[src/rtl/ysyx_22041207_if_id_queue.sv]
// IF->ID instruction queue: epoch-tagged FIFO whose head drives the decoder combinationally.
// Push visible one cycle later, head zero-latency; in_ready drops only when full, bubble holds the head.
module ysyx_22041207_if_id_queue #(
  parameter int DEPTH   = 2,
  parameter int EPOCH_W = 2
) (
  input  logic                     clk,
  input  logic                     rst,
  input  logic                     in_valid,
  output logic                     in_ready,
  input  logic [63:0]              in_pc,
  input  logic [31:0]              in_inst,
  input  logic                     in_fault,
  input  logic [EPOCH_W-1:0]       in_epoch,
  output logic [EPOCH_W-1:0]       cur_epoch,
  input  logic                     flush,
  input  logic                     bubble,
  output logic                     out_valid,
  output logic [63:0]              out_pc,
  output logic [31:0]              out_inst,
  output logic                     out_fault,
  output logic [$clog2(DEPTH):0]   occupancy
);
  localparam int PW = $clog2(DEPTH);
  localparam int CW = PW + 1;
  localparam logic [31:0] NOP = 32'h0000_0013;

  logic [63:0]        pc_q    [DEPTH];
  logic [31:0]        inst_q  [DEPTH];
  logic               fault_q [DEPTH];
  logic [PW-1:0]      rd_ptr_q, rd_ptr_d;
  logic [PW-1:0]      wr_ptr_q, wr_ptr_d;
  logic [CW-1:0]      count_q, count_d;
  logic [EPOCH_W-1:0] epoch_q, epoch_d;
  logic               full, push, pop;

  assign full      = (count_q == CW'(DEPTH));
  assign in_ready  = !full;
  assign out_valid = (count_q != '0);
  assign cur_epoch = epoch_q;
  assign occupancy = count_q;

  // Stale-epoch fetches still complete the handshake; they are simply not stored.
  assign push = in_valid & in_ready & (in_epoch == epoch_q) & !flush;
  assign pop  = out_valid & !bubble & !flush;

  always_comb begin
    rd_ptr_d = rd_ptr_q;
    wr_ptr_d = wr_ptr_q;
    count_d  = count_q;
    epoch_d  = epoch_q;
    if (flush) begin
      rd_ptr_d = '0;
      wr_ptr_d = '0;
      count_d  = '0;
      epoch_d  = epoch_q + EPOCH_W'(1);
    end else begin
      if (push) wr_ptr_d = wr_ptr_q + PW'(1);
      if (pop)  rd_ptr_d = rd_ptr_q + PW'(1);
      case ({push, pop})
        2'b10:   count_d = count_q + CW'(1);
        2'b01:   count_d = count_q - CW'(1);
        default: count_d = count_q;
      endcase
    end
  end

  always_ff @(posedge clk or posedge rst) begin
    if (rst) begin
      rd_ptr_q <= '0;
      wr_ptr_q <= '0;
      count_q  <= '0;
      epoch_q  <= '0;
    end else begin
      rd_ptr_q <= rd_ptr_d;
      wr_ptr_q <= wr_ptr_d;
      count_q  <= count_d;
      epoch_q  <= epoch_d;
    end
  end

  always_ff @(posedge clk or posedge rst) begin
    if (rst) begin
      for (int i = 0; i < DEPTH; i++) begin
        pc_q[i]    <= '0;
        inst_q[i]  <= '0;
        fault_q[i] <= 1'b0;
      end
    end else if (push) begin
      pc_q[wr_ptr_q]    <= in_pc;
      inst_q[wr_ptr_q]  <= in_inst;
      fault_q[wr_ptr_q] <= in_fault;
    end
  end

  always_comb begin
    out_pc    = '0;
    out_inst  = NOP;
    out_fault = 1'b0;
    if (out_valid) begin
      out_pc    = pc_q[rd_ptr_q];
      out_inst  = inst_q[rd_ptr_q];
      out_fault = fault_q[rd_ptr_q];
    end
  end

endmodule

[config.mk]
export PLATFORM = sky130hd
export DESIGN_NAME = ysyx_22041207_if_id_queue
export DESIGN_NICKNAME = d
export VERILOG_FILES = /design/src/rtl/ysyx_22041207_if_id_queue.sv
export SDC_FILE = /design/constraint.sdc
export NUM_CORES = 1
export LEC_CHECK = 0
export BUFFER_PORTS_ARGS = -buffer_cell sky130_fd_sc_hd__buf_2
export CAP_MARGIN = 20
export CORE_MARGIN = 4
export CORE_UTILIZATION = 30
export CTS_BUF_LIST = sky130_fd_sc_hd__clkbuf_16
export DETAILED_ROUTE_END_ITERATION = 7
export GPL_TIMING_DRIVEN = 0
export HOLD_SLACK_MARGIN = 0.03
export PLACE_DENSITY = 0.52
export SETUP_SLACK_MARGIN = 0.15
export SKIP_LAST_GASP = 1
export SLEW_MARGIN = 0
export SYNTH_ARGS = -nofsm -noshare
export SYNTH_HDL_FRONTEND = slang
export SYNTH_SLANG_ARGS = --single-unit
export TNS_END_PERCENT = 100
[constraint.sdc]
create_clock -name clk -period 8.1 [get_ports clk]
set_clock_uncertainty 0.2 [all_clocks]
set_input_delay 1.215 -clock clk [delete_from_list [all_inputs] [get_ports clk]]
set_output_delay 1.215 -clock clk [all_outputs]
set_load 0.01 [all_outputs]
==> results.toml, run 1 <==
[power_and_ir_drop]
ir_worst_vdd_uv = 147
leakage_uw = 0.00532
power_density_mw_per_mm2 = 320

[clocking]
clock_sinks = 200
clk_pin_slew_ps = 70
clk_latency_ps = 430
cts_made_buffers = 17
ctsResizeCount = 0
clk_path_buf_depth = 2
cts-root-buf = "clkbuf_16"
cts_tree = "yes"
cts_hold_buf = 0
cts_max_level = 4
post-cts-setup-buffers = 0

[final_layout]
fin_util = 0.376
fin_area_sq_mm = 0.0111
layout_common_cells = "buf_2 (222), dfrtp_1 (200), mux2_2 (175)"
antenna_cells = 0
layout_commonest_cell = "buf_2"
final_nets = 986
drive_above_1_share = 0.511
syn_to_final_growth_pct = 23.8
fillCellCount = 2975

[grt]
grt_usage = 0.136
busiest_layer = "met2"
grt_remaining_overflow = 0
grt_antenna_before_repair = 3
grt_max_degree = 121
grt_pass1_wl_um = 35100
grt.met1_usage = 0.184
first_global_vias = 6192
grt_util_met2 = 0.214
grt.met3_usage = 0.0437

[synthesis]
post_synth.cell_area_avg_sq_um = 13.7
netlist_area_sq_mm = 0.00898
ys_seq_area_frac = 0.557
ys_seq_elements = 200
ys_warn_count = 0
syn_nets = 761
synthCells = 657
synthDistinctLibCells = 24

[drt]
via_per_inst = 4.51
drc = 0
drt_iter0_markers = 164
ant_nets = 0
post_drt_wl_per_cell_um = 17.2
vias = 5792
wirelength_um = 22100
first_pass_iters = 4

[timing]
worst_pin_slew_ps = 854
fin_ws_ps = 3730
fin_crit_ps = 4370
fin_crit_sh = 0.539
relSlewSlack = 0.431
max_freq_mhz = 229
setup_viol_count_final = 0
drv_slew = 0
rsz0062_at_grt = "no"
finalHoldViolations = 0

[setup_path]
worst-endpoint-arrival_ps = 2950
cp_max_fo = 10
rr_startpoint = "cur_epoch[0]"
rr_worst_depth = 6
cp-end-kind = "output pin"
worstPathRequired_ps = 6680
r2r_end = "pc_q[3]"
ff2ff_setup_slack_ps = 5170
start_kind = "flop"
crit_type = "reg2out"

[place]
post_dp_cell_area_sq_mm = 0.0105
portBuffers = 205
gp_congestion = 0.724
place_ws_ps = 4080
dp_hpwl_um = 15200

[min_path]
min_to = "inst_q[55]"
whs_path_depth = 1
hold_class = "reg2reg"
min_from = "inst_q[55]"

[die]
die_area_sq_mm = 0.0328
ios = 207
die_w_um = 181
start_util = 0.304
coreArea_sq_mm = 0.0296
rows = 63
die_h_um = 181

[status]
outcome = "complete, no violations"

[job]
drv_cap = 0
==> critical path, stage by stage, from the launching register on <==
cell and delay [ps]:
dfrtp_1 320, clkbuf_1 510, buf_1 710, buf_2 470
mux2i_1 270, nor2_1 70, buf_2 160
==> stage by stage <==
stage | setup TNS, ps | hold slack, ps | total power (uW) | cells
after floorplan | 0 | 279 | 2390 | 657
after global placement | -316810 | 287 | 2700 | 1252
after detailed placement | 0 | 292 | 2720 | 1253
after CTS | 0 | 309 | 3630 | 1285
after global routing | 0 | 315 | 3810 | 1285
final | 0 | 305 | 3560 | 1285
==> synthesized netlist by cell type <==
master | number | area [sq um]
dfrtp_1 | 200 | 5000
mux2_2 | 175 | 1970
mux2i_1 | 98 | 981
nor2_1 | 96 | 360
mux2_4 | 19 | 285
buf_2 | 17 | 85.1
buf_1 | 12 | 45.0
clkbuf_1 | 8 | 30.0
nand2_1 | 6 | 22.5
buf_4 | 3 | 22.5
buf_6 | 3 | 33.8
xnor2_1 | 3 | 26.3
a21oi_1 | 2 | 10.0
inv_1 | 2 | 7.51
o21ai_0 | 2 | 10.0
or3_1 | 2 | 12.5
xor2_1 | 2 | 17.5
nand2b_1 | 1 | 6.26
nand2b_2 | 1 | 8.76
nand3_1 | 1 | 5.00
nand3b_1 | 1 | 7.51
nand4_2 | 1 | 12.5
nor3_1 | 1 | 5.00
nor3b_2 | 1 | 12.5
==> worst max path at each step <==
stage               slack [ps]      endpoint  cells past startpoint  startpoint
global route              3390    out_pc[43]                      6    rd_ptr_q
global placement         -1610     pc_q[116]                      2         rst
floorplan                 1230  cur_epoch[0]                      1         rst
CTS                       3580    out_pc[43]                      6    rd_ptr_q
finish                    3730    out_pc[43]                      6    rd_ptr_q
detailed placement        4080    out_pc[43]                      6    rd_ptr_q
==> area by class of cell <==
cell class / instances / area, sq um / share of cell area
Buffer: 43 / 216 / 0.0195
Clock buffer: 17 / 425 / 0.0382
Clock inverter: 15 / 165 / 0.0148
Inverter: 2 / 15.0 / 0.00135
Multi-Input combinational cell: 412 / 3750 / 0.337
Sequential cell: 200 / 5000 / 0.450
Tap cell: 390 / 488 / 0.0439
Timing Repair Buffer: 206 / 1050 / 0.0947
==> registers in the layout (all words and copies together) (netlist names) <==
register	count
wr_ptr_q	1
occupancy	2
inst_q	64
fault_q	2
cur_epoch	2
pc_q	128
rd_ptr_q	1
==> cell families after synthesis <==
| family | count (synthesis) | synth area share |
|---|---|---|
| and+or+nand+nor | 111 | 0.0504 |
| muxes | 292 | 0.360 |
| AOI/OAI and AO/OA | 4 | 0.00223 |
| xor gates and xnor gates | 5 | 0.00488 |
| buffers and inverters | 45 | 0.0249 |
| DFF | 200 | 0.557 |
==> per-layer routing <==
| metal | vias up | part of all wire |
|---|---|---|
| li1 | 2743 | - |
| met1 | 2893 | 0.47 |
| met2 | 134 | 0.46 |
| met3 | 16 | 0.060 |
| met4 | 6 | 0.0087 |
| met5 | - | 0.0019 |
==> report_power, final <==
group	switching [uW]	internal (uW)	total [uW]	leakage, uW
Combinational	470	607	1080	0.00249
Clock	415	463	878	0.000279
Sequential	198	1400	1600	0.00255
Total	1080	2470	3560	0.00532
(Power assumes the default switching activity.)
==> run 2, diff against run 1 <==
==> constraint.sdc (replaced) <==
create_clock -name clk -period 4.2 [get_ports clk]
set_clock_uncertainty 0.2 [all_clocks]
set_input_delay 0.63 -clock clk [delete_from_list [all_inputs] [get_ports clk]]
set_output_delay 0.63 -clock clk [all_outputs]
set_load 0.01 [all_outputs]
==> run 2 against run 1 <==
Net effect: clock power is 82% higher; worst hold slack got worse by 240 ps; combinational power up 93%; utilization up 0.16 points; clock-buffer cell count unchanged; die area unchanged; global-route usage shrank 0.29 points.
==> results.toml, run 2 (synthesis results as in run 1) <==
[timing]
finalHoldViolations = 0
worst_pin_slew_ps = 871
drv_slew = 0
rsz0062_at_grt = "no"
fin_crit_sh = 0.879
fin_crit_ps = 3690
fin_ws_ps = 507
fin_setup_tns_ps = 0
max_freq_mhz = 271
setup_viol_count_final = 0
relSlewSlack = 0.419

[power_and_ir_drop]
p_sw_frac = 0.309
intPower_uw = 4670
switchingPower_uw = 2090
power_frac_seq = 0.456
power_density_mw_per_mm2 = 606
leakage_uw = 0.00536
ir_worst_vdd_uv = 224
total_power_uw = 6770
power_frac_comb = 0.307
p_clk_frac = 0.237

[setup_path]
worstPathRequired_ps = 3370
crit_type = "reg2out"
cp-end-kind = "output pin"
r2r_end = "pc_q[2]"
start_kind = "flop"
cp_max_fo = 10
ff2ff_setup_slack_ps = 1340
rr_worst_depth = 6
rr_startpoint = "cur_epoch[0]"
worst-endpoint-arrival_ps = 2860

[status]
outcome = "complete, no violations"

[die]
die_area_sq_mm = 0.0328
die_w_um = 181
rows = 63
start_util = 0.304
die_h_um = 181
coreArea_sq_mm = 0.0296
ios = 207

[drt]
vias = 5811
ant_nets = 0
drc = 0
wirelength_um = 21800
drt_iter0_markers = 165
post_drt_wl_per_cell_um = 16.9
first_pass_iters = 4
via_per_inst = 4.51

[grt]
grt_usage = 0.133
grt_remaining_overflow = 0
grt_pass1_wl_um = 34800
grt_max_degree = 40
grt_antenna_before_repair = 3
first_global_vias = 6138

[final_layout]
fin_util = 0.378
layout_commonest_cell = "buf_2"
layout_common_cells = "buf_2 (222), dfrtp_1 (200), mux2_2 (175)"
fin_area_sq_mm = 0.0112
fillCellCount = 2986
multiInputGateArea_sq_mm = 0.00375
drive_above_1_share = 0.513
reg_top3 = "pc_q x128, inst_q x64"
largest_reg_flops = 128
syn_to_final_growth_pct = 24.3
antenna_cells = 0
final_nets = 990
top_register = "pc_q"
ff_latch_area_sq_mm = 0.00500

[clocking]
ctsResizeCount = 0
cts_tree = "yes"
cts_hold_buf = 0
clock_sinks = 200
cts_max_level = 4
post-cts-setup-buffers = 0
clk_pin_slew_ps = 80
clk_path_buf_depth = 2
cts-root-buf = "clkbuf_16"
clk_latency_ps = 420
cts_made_buffers = 17

[min_path]
hold_class = "in2async"

[place]
gp_congestion = 0.723
post_dp_cell_area_sq_mm = 0.0106
place_ws_ps = 746
dp_hpwl_um = 15500
portBuffers = 205

[job]
drv_cap = 0
[run 2: stage by stage]
step                      cells  hold WS, ps
after floorplan             657          279
after global placement     1252          287
after detailed placement   1257          292
after CTS                  1289         60.7
after global routing       1289         78.2
final                      1289         68.8
[run 2: worst max path at each step]
stage | startpoint | endpoint | slack (ps) | cells after the start
detailed placement | rd_ptr_q | out_pc[58] | 750 | 6
floorplan | rst | cur_epoch[0] | 780 | 1
finish | rd_ptr_q | out_pc[58] | 510 | 6
CTS | rd_ptr_q | out_pc[58] | 260 | 6
global route | rd_ptr_q | out_pc[58] | 210 | 6
global placement | rst | pc_q[118] | -770 | 2
[run 2: critical path, stage by stage, from the launching register on]
cell,delay (ps)
dfrtp_1,330
clkbuf_1,470
buf_1,660
buf_2,470
mux2i_1,250
nor2_1,80
buf_2,170
[run 2: routing by layer]
layer,global-route usage,vias to the layer above,wire (um)
met2,0.208,139,10100
li1,-,2729,-
met5,0,-,34
met3,0.0433,16,1460
met1,0.181,2921,10100
met4,0.0276,6,204
[run 2: area by class of cell]
class | count | share of cell area
tap | 390 | 0.0437
buffer | 43 | 0.0194
clock buffer | 17 | 0.0381
multi-input combinational | 412 | 0.336
inverter | 2 | 0.00101
clock inverter | 15 | 0.0128
timing repair buffer | 210 | 0.101
sequential | 200 | 0.448
[run 2: power by group through the flow]
stage | clock (uW) | combinational [uW] | sequential (uW)
6_report | 1600 | 2080 | 3090
4_1_cts | 1680 | 2140 | 3090
3_5_place_dp | 0 | 2140 | 3120
2_1_floorplan | 0 | 1580 | 3030
5_1_grt | 1760 | 2320 | 3200
3_3_place_gp | 0 | 2090 | 3110
